[src/rtl/rot_seq_pkg.sv]
// Shared rotation-engine definitions: tile geometry default and the
// sequencer state encoding seen by core_set and dma.
package rot_seq_pkg;

  localparam int ROT_TILE_LOG2 = 2;   // 4x4 pixel tiles
  localparam int ROT_DIM_W     = 16;  // image dimension width

  typedef enum logic [2:0] {
    SEQ_IDLE    = 3'd0,
    SEQ_RD_REQ  = 3'd1,
    SEQ_RD_WAIT = 3'd2,
    SEQ_WR_REQ  = 3'd3,
    SEQ_WR_WAIT = 3'd4,
    SEQ_NEXT    = 3'd5,
    SEQ_DONE    = 3'd6
  } seq_state_t;

  // A DMA request is pending in either request state.
  function automatic logic is_req_state(seq_state_t s);
    return (s == SEQ_RD_REQ) || (s == SEQ_WR_REQ);
  endfunction

  // The write half of each tile covers its request and its wait.
  function automatic logic is_write_state(seq_state_t s);
    return (s == SEQ_WR_REQ) || (s == SEQ_WR_WAIT);
  endfunction

endpackage

[src/rtl/rot_seq_if.sv]
// Register-file / DMA / core_set facing signals of the rotation sequencer.
// slave is the sequencer's view, master the view of whatever drives it.
interface rot_seq_if
  import rot_seq_pkg::*;
#(
  parameter int DIM_W     = ROT_DIM_W,
  parameter int TILE_LOG2 = ROT_TILE_LOG2
);
  localparam int TW = DIM_W - TILE_LOG2;

  logic             I_SEQ_RESET;
  logic             I_SEQ_START;
  logic [DIM_W-1:0] I_SEQ_WIDTH;
  logic [DIM_W-1:0] I_SEQ_HEIGHT;
  logic             I_SEQ_INTR_MASK;
  logic             I_SEQ_BEF_MASK;
  logic             I_SEQ_AFT_MASK;
  logic             I_SEQ_INTR_CLEAR;
  logic             I_SEQ_DMA_ACK;
  logic             I_SEQ_DMA_DONE;
  logic             O_SEQ_DMA_REQ;
  logic             O_SEQ_DMA_WRITE;
  logic [TW-1:0]    O_SEQ_TILE_X;
  logic [TW-1:0]    O_SEQ_TILE_Y;
  logic             O_SEQ_BUSY;
  logic             O_SEQ_STATUS_DONE;
  logic             O_SEQ_INTR_DONE;

  modport slave (
    input  I_SEQ_RESET, I_SEQ_START, I_SEQ_WIDTH, I_SEQ_HEIGHT,
           I_SEQ_INTR_MASK, I_SEQ_BEF_MASK, I_SEQ_AFT_MASK, I_SEQ_INTR_CLEAR,
           I_SEQ_DMA_ACK, I_SEQ_DMA_DONE,
    output O_SEQ_DMA_REQ, O_SEQ_DMA_WRITE, O_SEQ_TILE_X, O_SEQ_TILE_Y,
           O_SEQ_BUSY, O_SEQ_STATUS_DONE, O_SEQ_INTR_DONE
  );

  modport master (
    output I_SEQ_RESET, I_SEQ_START, I_SEQ_WIDTH, I_SEQ_HEIGHT,
           I_SEQ_INTR_MASK, I_SEQ_BEF_MASK, I_SEQ_AFT_MASK, I_SEQ_INTR_CLEAR,
           I_SEQ_DMA_ACK, I_SEQ_DMA_DONE,
    input  O_SEQ_DMA_REQ, O_SEQ_DMA_WRITE, O_SEQ_TILE_X, O_SEQ_TILE_Y,
           O_SEQ_BUSY, O_SEQ_STATUS_DONE, O_SEQ_INTR_DONE
  );

endinterface

[src/rtl/rot_seq_tilecnt.sv]
// Raster-order tile counter: latches the last tile column/row at job start
// and walks X then Y one step per advance pulse.
module rot_seq_tilecnt
  import rot_seq_pkg::*;
#(
  parameter int DIM_W     = ROT_DIM_W,
  parameter int TILE_LOG2 = ROT_TILE_LOG2,
  localparam int TW       = DIM_W - TILE_LOG2
) (
  input  logic             clk,
  input  logic             rst_n,
  input  logic             soft_rst,
  input  logic             load,
  input  logic [DIM_W-1:0] width,
  input  logic [DIM_W-1:0] height,
  input  logic             advance,
  output logic [TW-1:0]    tile_x,
  output logic [TW-1:0]    tile_y,
  output logic             last_tile
);

  logic [TW-1:0]    tx_max, ty_max;
  logic [DIM_W-1:0] width_m1, height_m1;

  // ceil(d / 2^T) - 1 == (d - 1) >> T for any nonzero d; a zero dimension
  // never reaches the counters because the job goes straight to DONE.
  assign width_m1  = width  - DIM_W'(1);
  assign height_m1 = height - DIM_W'(1);
  assign last_tile = (tile_x == tx_max) && (tile_y == ty_max);

  // Max latches and X/Y counters; dimensions are sampled only on load so
  // register-file writes during a job have no effect.
  // NOTE: state registers use non-blocking (<=) so every flop samples the
  // pre-edge values of the others; blocking here would create order races.
  always_ff @(posedge clk or negedge rst_n) begin
    if (!rst_n) begin
      tx_max <= '0;
      ty_max <= '0;
      tile_x <= '0;
      tile_y <= '0;
    end else if (soft_rst) begin
      tx_max <= '0;
      ty_max <= '0;
      tile_x <= '0;
      tile_y <= '0;
    end else if (load) begin
      tx_max <= TW'(width_m1  >> TILE_LOG2);
      ty_max <= TW'(height_m1 >> TILE_LOG2);
      tile_x <= '0;
      tile_y <= '0;
    end else if (advance) begin
      if (tile_x < tx_max) begin
        tile_x <= tile_x + TW'(1);
      end else if (tile_y < ty_max) begin
        tile_x <= '0;
        tile_y <= tile_y + TW'(1);
      end
    end
  end

endmodule

[src/rtl/rot_seq.sv]
// Rotation tile sequencer: for each tile in raster order issues a DMA read
// then a DMA write, then raises the done status / interrupt.
module rot_seq
  import rot_seq_pkg::*;
#(
  parameter int TILE_LOG2 = ROT_TILE_LOG2,
  parameter int DIM_W     = ROT_DIM_W
) (
  input  logic   I_SEQ_HCLK,
  input  logic   I_SEQ_HRESET_N,
  rot_seq_if.slave sif
);

  localparam int TW = DIM_W - TILE_LOG2;

  seq_state_t    state, state_nxt;
  logic          soft_rst;
  logic          start_q, start_rise;
  logic          dims_ok, load, advance, last_tile;
  logic          status_done;
  logic [TW-1:0] tile_x, tile_y;

  assign soft_rst   = sif.I_SEQ_RESET;
  assign start_rise = sif.I_SEQ_START & ~start_q;
  assign dims_ok    = (|sif.I_SEQ_WIDTH) & (|sif.I_SEQ_HEIGHT);
  assign load       = (state == SEQ_IDLE) & start_rise & ~soft_rst;
  assign advance    = (state == SEQ_NEXT);

  // START edge register runs in every state so a level held across a job
  // cannot look like a fresh rise once the sequencer is idle again.
  always_ff @(posedge I_SEQ_HCLK or negedge I_SEQ_HRESET_N) begin
    if (!I_SEQ_HRESET_N) start_q <= 1'b0;
    else if (soft_rst)   start_q <= 1'b0;
    else                 start_q <= sif.I_SEQ_START;
  end

  // State register.
  always_ff @(posedge I_SEQ_HCLK or negedge I_SEQ_HRESET_N) begin
    if (!I_SEQ_HRESET_N) state <= SEQ_IDLE;
    else if (soft_rst)   state <= SEQ_IDLE;
    else                 state <= state_nxt;
  end

  // Next-state logic; ACK/DONE are only looked at in the states that wait
  // for them, so stray pulses elsewhere fall through.
  // NOTE: state_nxt gets its default before the case so every path assigns
  // it and no latch is inferred.
  always_comb begin
    state_nxt = state;
    unique case (state)
      SEQ_IDLE:    if (start_rise) state_nxt = dims_ok ? SEQ_RD_REQ : SEQ_DONE;
      SEQ_RD_REQ:  if (sif.I_SEQ_DMA_ACK)  state_nxt = SEQ_RD_WAIT;
      SEQ_RD_WAIT: if (sif.I_SEQ_DMA_DONE) state_nxt = SEQ_WR_REQ;
      SEQ_WR_REQ:  if (sif.I_SEQ_DMA_ACK)  state_nxt = SEQ_WR_WAIT;
      SEQ_WR_WAIT: if (sif.I_SEQ_DMA_DONE) state_nxt = SEQ_NEXT;
      SEQ_NEXT:    state_nxt = last_tile ? SEQ_DONE : SEQ_RD_REQ;
      SEQ_DONE:    state_nxt = SEQ_IDLE;
      default:     state_nxt = SEQ_IDLE;
    endcase
  end

  // Raw done status: a set from DONE beats a coincident clear.
  always_ff @(posedge I_SEQ_HCLK or negedge I_SEQ_HRESET_N) begin
    if (!I_SEQ_HRESET_N)                                  status_done <= 1'b0;
    else if (soft_rst)                                    status_done <= 1'b0;
    else if ((state == SEQ_DONE) && !sif.I_SEQ_BEF_MASK)  status_done <= 1'b1;
    else if (sif.I_SEQ_INTR_CLEAR)                        status_done <= 1'b0;
  end

  rot_seq_tilecnt #(
    .DIM_W     (DIM_W),
    .TILE_LOG2 (TILE_LOG2)
  ) u_tilecnt (
    .clk       (I_SEQ_HCLK),
    .rst_n     (I_SEQ_HRESET_N),
    .soft_rst  (soft_rst),
    .load      (load),
    .width     (sif.I_SEQ_WIDTH),
    .height    (sif.I_SEQ_HEIGHT),
    .advance   (advance),
    .tile_x    (tile_x),
    .tile_y    (tile_y),
    .last_tile (last_tile)
  );

  // Outputs decode directly from registered state, so they are glitch-free
  // and drop to zero the moment either reset takes hold.
  assign sif.O_SEQ_DMA_REQ     = is_req_state(state);
  assign sif.O_SEQ_DMA_WRITE   = is_write_state(state);
  assign sif.O_SEQ_BUSY        = (state != SEQ_IDLE);
  assign sif.O_SEQ_TILE_X      = tile_x;
  assign sif.O_SEQ_TILE_Y      = tile_y;
  assign sif.O_SEQ_STATUS_DONE = status_done;
  assign sif.O_SEQ_INTR_DONE   = status_done & ~sif.I_SEQ_AFT_MASK & ~sif.I_SEQ_INTR_MASK;

endmodule

[src/flat_wrapper.sv]
// flat-port wrapper written by rule: the top's interface ports become plain ports
module rot_seq_flat import rot_seq_pkg::*;
#(
  parameter int TILE_LOG2 = ROT_TILE_LOG2,
  parameter int DIM_W     = ROT_DIM_W
)
  (I_SEQ_HCLK, I_SEQ_HRESET_N, sif_I_SEQ_RESET, sif_I_SEQ_START, sif_I_SEQ_WIDTH, sif_I_SEQ_HEIGHT, sif_I_SEQ_INTR_MASK, sif_I_SEQ_BEF_MASK, sif_I_SEQ_AFT_MASK, sif_I_SEQ_INTR_CLEAR, sif_I_SEQ_DMA_ACK, sif_I_SEQ_DMA_DONE, sif_O_SEQ_DMA_REQ, sif_O_SEQ_DMA_WRITE, sif_O_SEQ_TILE_X, sif_O_SEQ_TILE_Y, sif_O_SEQ_BUSY, sif_O_SEQ_STATUS_DONE, sif_O_SEQ_INTR_DONE);
  rot_seq_if #(.DIM_W(DIM_W), .TILE_LOG2(TILE_LOG2)) sif_i ();
  input  logic I_SEQ_HCLK;
  input  logic I_SEQ_HRESET_N;
  input wire logic [$bits(sif_i.I_SEQ_RESET)-1:0] sif_I_SEQ_RESET;
  input wire logic [$bits(sif_i.I_SEQ_START)-1:0] sif_I_SEQ_START;
  input wire logic [$bits(sif_i.I_SEQ_WIDTH)-1:0] sif_I_SEQ_WIDTH;
  input wire logic [$bits(sif_i.I_SEQ_HEIGHT)-1:0] sif_I_SEQ_HEIGHT;
  input wire logic [$bits(sif_i.I_SEQ_INTR_MASK)-1:0] sif_I_SEQ_INTR_MASK;
  input wire logic [$bits(sif_i.I_SEQ_BEF_MASK)-1:0] sif_I_SEQ_BEF_MASK;
  input wire logic [$bits(sif_i.I_SEQ_AFT_MASK)-1:0] sif_I_SEQ_AFT_MASK;
  input wire logic [$bits(sif_i.I_SEQ_INTR_CLEAR)-1:0] sif_I_SEQ_INTR_CLEAR;
  input wire logic [$bits(sif_i.I_SEQ_DMA_ACK)-1:0] sif_I_SEQ_DMA_ACK;
  input wire logic [$bits(sif_i.I_SEQ_DMA_DONE)-1:0] sif_I_SEQ_DMA_DONE;
  output wire logic [$bits(sif_i.O_SEQ_DMA_REQ)-1:0] sif_O_SEQ_DMA_REQ;
  output wire logic [$bits(sif_i.O_SEQ_DMA_WRITE)-1:0] sif_O_SEQ_DMA_WRITE;
  output wire logic [$bits(sif_i.O_SEQ_TILE_X)-1:0] sif_O_SEQ_TILE_X;
  output wire logic [$bits(sif_i.O_SEQ_TILE_Y)-1:0] sif_O_SEQ_TILE_Y;
  output wire logic [$bits(sif_i.O_SEQ_BUSY)-1:0] sif_O_SEQ_BUSY;
  output wire logic [$bits(sif_i.O_SEQ_STATUS_DONE)-1:0] sif_O_SEQ_STATUS_DONE;
  output wire logic [$bits(sif_i.O_SEQ_INTR_DONE)-1:0] sif_O_SEQ_INTR_DONE;
  assign sif_i.I_SEQ_RESET = sif_I_SEQ_RESET;
  assign sif_i.I_SEQ_START = sif_I_SEQ_START;
  assign sif_i.I_SEQ_WIDTH = sif_I_SEQ_WIDTH;
  assign sif_i.I_SEQ_HEIGHT = sif_I_SEQ_HEIGHT;
  assign sif_i.I_SEQ_INTR_MASK = sif_I_SEQ_INTR_MASK;
  assign sif_i.I_SEQ_BEF_MASK = sif_I_SEQ_BEF_MASK;
  assign sif_i.I_SEQ_AFT_MASK = sif_I_SEQ_AFT_MASK;
  assign sif_i.I_SEQ_INTR_CLEAR = sif_I_SEQ_INTR_CLEAR;
  assign sif_i.I_SEQ_DMA_ACK = sif_I_SEQ_DMA_ACK;
  assign sif_i.I_SEQ_DMA_DONE = sif_I_SEQ_DMA_DONE;
  assign sif_O_SEQ_DMA_REQ = sif_i.O_SEQ_DMA_REQ;
  assign sif_O_SEQ_DMA_WRITE = sif_i.O_SEQ_DMA_WRITE;
  assign sif_O_SEQ_TILE_X = sif_i.O_SEQ_TILE_X;
  assign sif_O_SEQ_TILE_Y = sif_i.O_SEQ_TILE_Y;
  assign sif_O_SEQ_BUSY = sif_i.O_SEQ_BUSY;
  assign sif_O_SEQ_STATUS_DONE = sif_i.O_SEQ_STATUS_DONE;
  assign sif_O_SEQ_INTR_DONE = sif_i.O_SEQ_INTR_DONE;
  rot_seq #(.TILE_LOG2(TILE_LOG2), .DIM_W(DIM_W)) u_core (.I_SEQ_HCLK(I_SEQ_HCLK), .I_SEQ_HRESET_N(I_SEQ_HRESET_N), .sif(sif_i));
endmodule
[config.mk]
export PLATFORM = sky130hd
export DESIGN_NAME = rot_seq_flat
export DESIGN_NICKNAME = d
export VERILOG_FILES = /design/src/rtl/rot_seq_pkg.sv /design/src/rtl/rot_seq_if.sv /design/src/rtl/rot_seq_tilecnt.sv /design/src/rtl/rot_seq.sv /design/src/flat_wrapper.sv
export SDC_FILE = /design/constraint.sdc
export NUM_CORES = 1
export LEC_CHECK = 0
export CAP_MARGIN = 10
export CELL_PAD_IN_SITES_DETAIL_PLACEMENT = 1
export CELL_PAD_IN_SITES_GLOBAL_PLACEMENT = 1
export CORE_AREA = 2 2 104 106
export CTS_BUF_LIST = sky130_fd_sc_hd__clkbuf_16
export DETAILED_ROUTE_END_ITERATION = 16
export DIE_AREA = 0 0 106 108
export DONT_BUFFER_PORTS = 1
export GPL_ROUTABILITY_DRIVEN = 0
export PLACE_DENSITY_LB_ADDON = 0.1
export SLEW_MARGIN = 20
export SYNTH_ARGS = -nofsm -noshare
export SYNTH_HDL_FRONTEND = slang
export SYNTH_SLANG_ARGS = --single-unit
[constraint.sdc]
create_clock -name I_SEQ_HCLK -period 3.05 [get_ports I_SEQ_HCLK]
set_input_delay 0.4575 -clock I_SEQ_HCLK [delete_from_list [all_inputs] [get_ports I_SEQ_HCLK]]
set_output_delay 0.4575 -clock I_SEQ_HCLK [all_outputs]
set_load 0.005 [all_outputs]
==> impl_metrics.csv <==
group,metric,value,unit
status,status,"complete, but fails checks",
status,failed_checks,"hold timing",
yosys,synthCells,457,
layout,nFillCells,1193,
cts,clkTransAtPathRegs,0.06,ns
floorplan,die_area,0.0114,sq mm
floorplan,initial_core_util,39.4,%
floorplan,row_count,37,
routing,wire_per_inst,17.6,um
power_and_ir_drop,power_per_cell_area,466,mW/mm^2
routing,num_vias,3353,
sta,fin_skew,0.0124,ns
yosys,synth_ff_type,"dfrtp_1",
yosys,synthesis.nets,529,
sta,slew_headroom,62.7,%
routing,drt_iter0_markers,106,
run,max_cap_viol_count,0,
sta,maxSlewViolCount,0,
routing,via_per_inst,5.59,
cts,numCtsBuffers,9,
yosys,seq_area_frac_synth,37.9,%
power_and_ir_drop,irDropWorstVdd,180,uV
yosys,synth.largest_area_cell,"dfrtp_1",
placement,portBuffers,0,
layout,layout-drive-gt1-share,7.76,%
sta,rsz0062_at_grt,"false",
worst_setup_path,cp_max_fo,21,
cts,cts.sinks,61,
worst_setup_path,slowest_delay,0.51,ns
sta,max_freq,362,MHz
sta,whs,-0.00595,ns
worst_setup_path,critPathSlowestCell,"or4_1",
sta,fin_crit_sh,90.6,%
global_routing,track_usage,19.8,%
yosys,netlist_top_cells_area,"dfrtp_1 38%, ha_1 9.3%, nor2_1 5.7%",
yosys,async_flop_share,100,%
global_routing,grt_max_degree,62,
worst_setup_path,critical_path_required,3.30,ns
global_routing,grt.overflow.total,0,
routing,drtPass1Iterations,4,
floorplan,fp.coreArea,0.0102,sq mm
yosys,synth_top_area_share,37.9,%
sta,setup_viol,0,
floorplan,die_x,106,um
worst_setup_path,cp_cell_sequence,"ha_1 -> a211oi_1 -> nand2_1 -> o311ai_2 -> nand3b_1 -> and2_4 -> or4_1 -> a21oi_1",
cts,cts_max_level,3,
layout,diodes,0,
routing,wirelength,10.5,mm
sta,period_needed,2.76,ns
cts,cts_tree,"yes",
worst_setup_path,cp.arrival,3.01,ns
global_routing,antenna_found_initial,0,
routing,route.antenna.remaining_nets,0,
layout,fin_nets,532,
yosys,synth-seq-cells,61,
global_routing,grt_pass1_vias,3563,
floorplan,io_pins,75,
worst_setup_path,crit_path_start_kind,"flop",
layout,syn2layout_area_growth,11.1,%
floorplan,dieHeight,108,um
sta,finalHoldViolCount,3,
yosys,synth_edf_count,0,
sta,worst_slew_pin_slew,0.560,ns
cts,clock_latency,0.33,ns
yosys,yosys.cell_types.count,47,
power_and_ir_drop,power,0.00208,W
placement,dp_hpwl,7.88,mm
global_routing,grt_pass1_wl,17.9,mm
hold_path,holdCritPathClass,"in -> async",
routing,drc,0,
power_and_ir_drop,leakage,1.82,nW
cts,root_buffer,"clkbuf_16",
worst_setup_path,crit_type,"reg -> reg",
yosys,syn_area_per_cell,8.81,sq um
yosys,syn_area,0.00403,sq mm
sta,setup_tns,0,ns
yosys,synth-warning-count,0,
cts,clk_path_buf_depth,2,
worst_setup_path,cp-end-kind,"flop",
[cell usage after synthesis (2+ instances only)]
| cell type | instances |
|---|---|
| a211o_1 | 2 |
| a211oi_1 | 23 |
| a21boi_0 | 3 |
| a21o_1 | 2 |
| a21oi_1 | 26 |
| a311oi_1 | 8 |
| and3_1 | 6 |
| buf_1 | 4 |
| buf_2 | 2 |
| clkbuf_1 | 11 |
| dfrtp_1 | 61 |
| ha_1 | 30 |
| inv_1 | 38 |
| nand2_1 | 27 |
| nand2b_1 | 11 |
| nand3_1 | 11 |
| nand3b_1 | 2 |
| nand4_1 | 11 |
| nor2_1 | 61 |
| nor2b_1 | 2 |
| nor3_1 | 7 |
| nor4_1 | 2 |
| nor4_2 | 2 |
| nor4_4 | 2 |
| o211ai_1 | 3 |
| o21a_1 | 5 |
| o21ai_0 | 24 |
| o22ai_1 | 2 |
| o31ai_1 | 8 |
| o32a_1 | 2 |
| o41ai_1 | 3 |
| or2_2 | 3 |
| or3_1 | 11 |
| or4_1 | 9 |
| xnor2_1 | 12 |
| xor2_1 | 10 |
[layout make-up]
class / instances / area [sq um] / area share [%]
Clock buffer: 9 / 225 / 5.03
Inverter: 38 / 143 / 3.19
Multi-Input combinational cell: 340 / 2290 / 51.2
Sequential cell: 61 / 1530 / 34.1
Timing Repair Buffer: 10 / 95.1 / 2.13
Clock inverter: 6 / 25.0 / 0.559
Tap cell: 136 / 170 / 3.80
[critical path, delay by kind of cell (launching register included)]
family | cells | cell delay, ns
adders and majority gates | 1 | 0.36
AOI/OAI and AO/OA | 3 | 0.84
DFF | 1 | 0.47
and+or+nand+nor | 4 | 1.02
[what timing repair did]
| item | 4_1_cts | 5_1_grt |
|---|---|---|
| buffers inserted | 0 | 0 |
| endpoints found under the hold margin | 61 | 0 |
| gates resized for setup | 0 | 0 |
| hold buffers | 1 | 0 |
[power by group]
| part | internal, W | switching, W | total (W) |
|---|---|---|---|
| clock network | 0.000529 | 0.000350 | 0.000879 |
| logic | 0.000122 | 0.000197 | 0.000319 |
| registers | 0.000854 | 0.0000299 | 0.000884 |
| total | 0.00151 | 0.000577 | 0.00208 |
[kinds of logic after synthesis]
logic type,count (synthesis),share of synthesized area [%]
XOR/XNOR,22,4.78
adder cells (fa/ha/maj),30,9.32
AND/OR/NAND/NOR,169,21.8
AO/OA/AOI/OAI,118,20.5
buffers and inverters,56,5.47
flip-flops,61,37.9
multiplexers,1,0.249
[path summary, 6_finish.rpt]
kind / from / endpoint / slack, ns / depth (start not counted)
max: u_core.u_tilecnt.tile_x[7] / u_core.u_tilecnt.tile_x[13] / 0.29 / 8
min: I_SEQ_HRESET_N / u_core.u_tilecnt.tile_x[10] / -0.006 / 1
max reg2reg: u_core.u_tilecnt.tile_x[7] / u_core.u_tilecnt.tile_x[13] / 0.29 / 8
min reg2reg: u_core.u_tilecnt.ty_max[1] / u_core.u_tilecnt.ty_max[1] / 0.56 / 2
max in group asynchronous: I_SEQ_HRESET_N / u_core.state[0] / 2.78 / 1
min in group I_SEQ_HCLK: sif_I_SEQ_RESET / u_core.start_q / 0.19 / 1
[placed cells by master (no fill, tap or decap), types with 3 or more instances in the layout]
master / Yosys / final
xor2_1: 10 / 10
or2_2: 3 / 3
a311oi_1: 8 / 8
xnor2_1: 12 / 12
nand2b_1: 11 / 11
nor2_1: 61 / 60
o21ai_0: 24 / 24
a21oi_1: 26 / 26
a211oi_1: 23 / 23
nand3_1: 11 / 11
nand4_1: 11 / 11
nor3_1: 7 / 7
or4_1: 9 / 9
o31ai_1: 8 / 8
o21a_1: 5 / 5
ha_1: 30 / 30
or3_1: 11 / 11
a21boi_0: 3 / 3
clkbuf_16: 0 / 9
o41ai_1: 3 / 3
buf_4: 0 / 9
inv_1: 38 / 41
o211ai_1: 3 / 3
dfrtp_1: 61 / 61
and3_1: 6 / 6
nand2_1: 27 / 27
[metrics by stage]
stage,setup WS (ns),cells,utilization (%),instance area (sq um),hold WS [ns]
final,0.286,600,43.7,4470,-0.00595
after global routing,0.0703,600,43.7,4470,0.00825
after CTS,0.288,600,43.7,4470,0.00603
after detailed placement,0.295,584,41.0,4200,0.164
after global placement,0.396,584,41.0,4200,0.164
after floorplan,0.497,457,-,4030,0.162
[layer usage]
layer  vias up  routed length (um)  global-route usage, %
li1       1664                   -                      -
met1      1605                5290                   27.6
met2        74                4600                   29.9
met3        10                 529                   5.30
met4         0                 121                   6.20
met5         -                   0                      0
[sequential cells by signal, summed over array words and instances (netlist names)]
register                      cells
u_core.u_tilecnt.tile_y          14
u_core.start_q                    1
u_core.u_tilecnt.tx_max          14
u_core.state                      3
u_core.sif.O_SEQ_STATUS_DONE      1
u_core.u_tilecnt.ty_max          14
u_core.u_tilecnt.tile_x          14
Power figures use the tool's default switching activity.
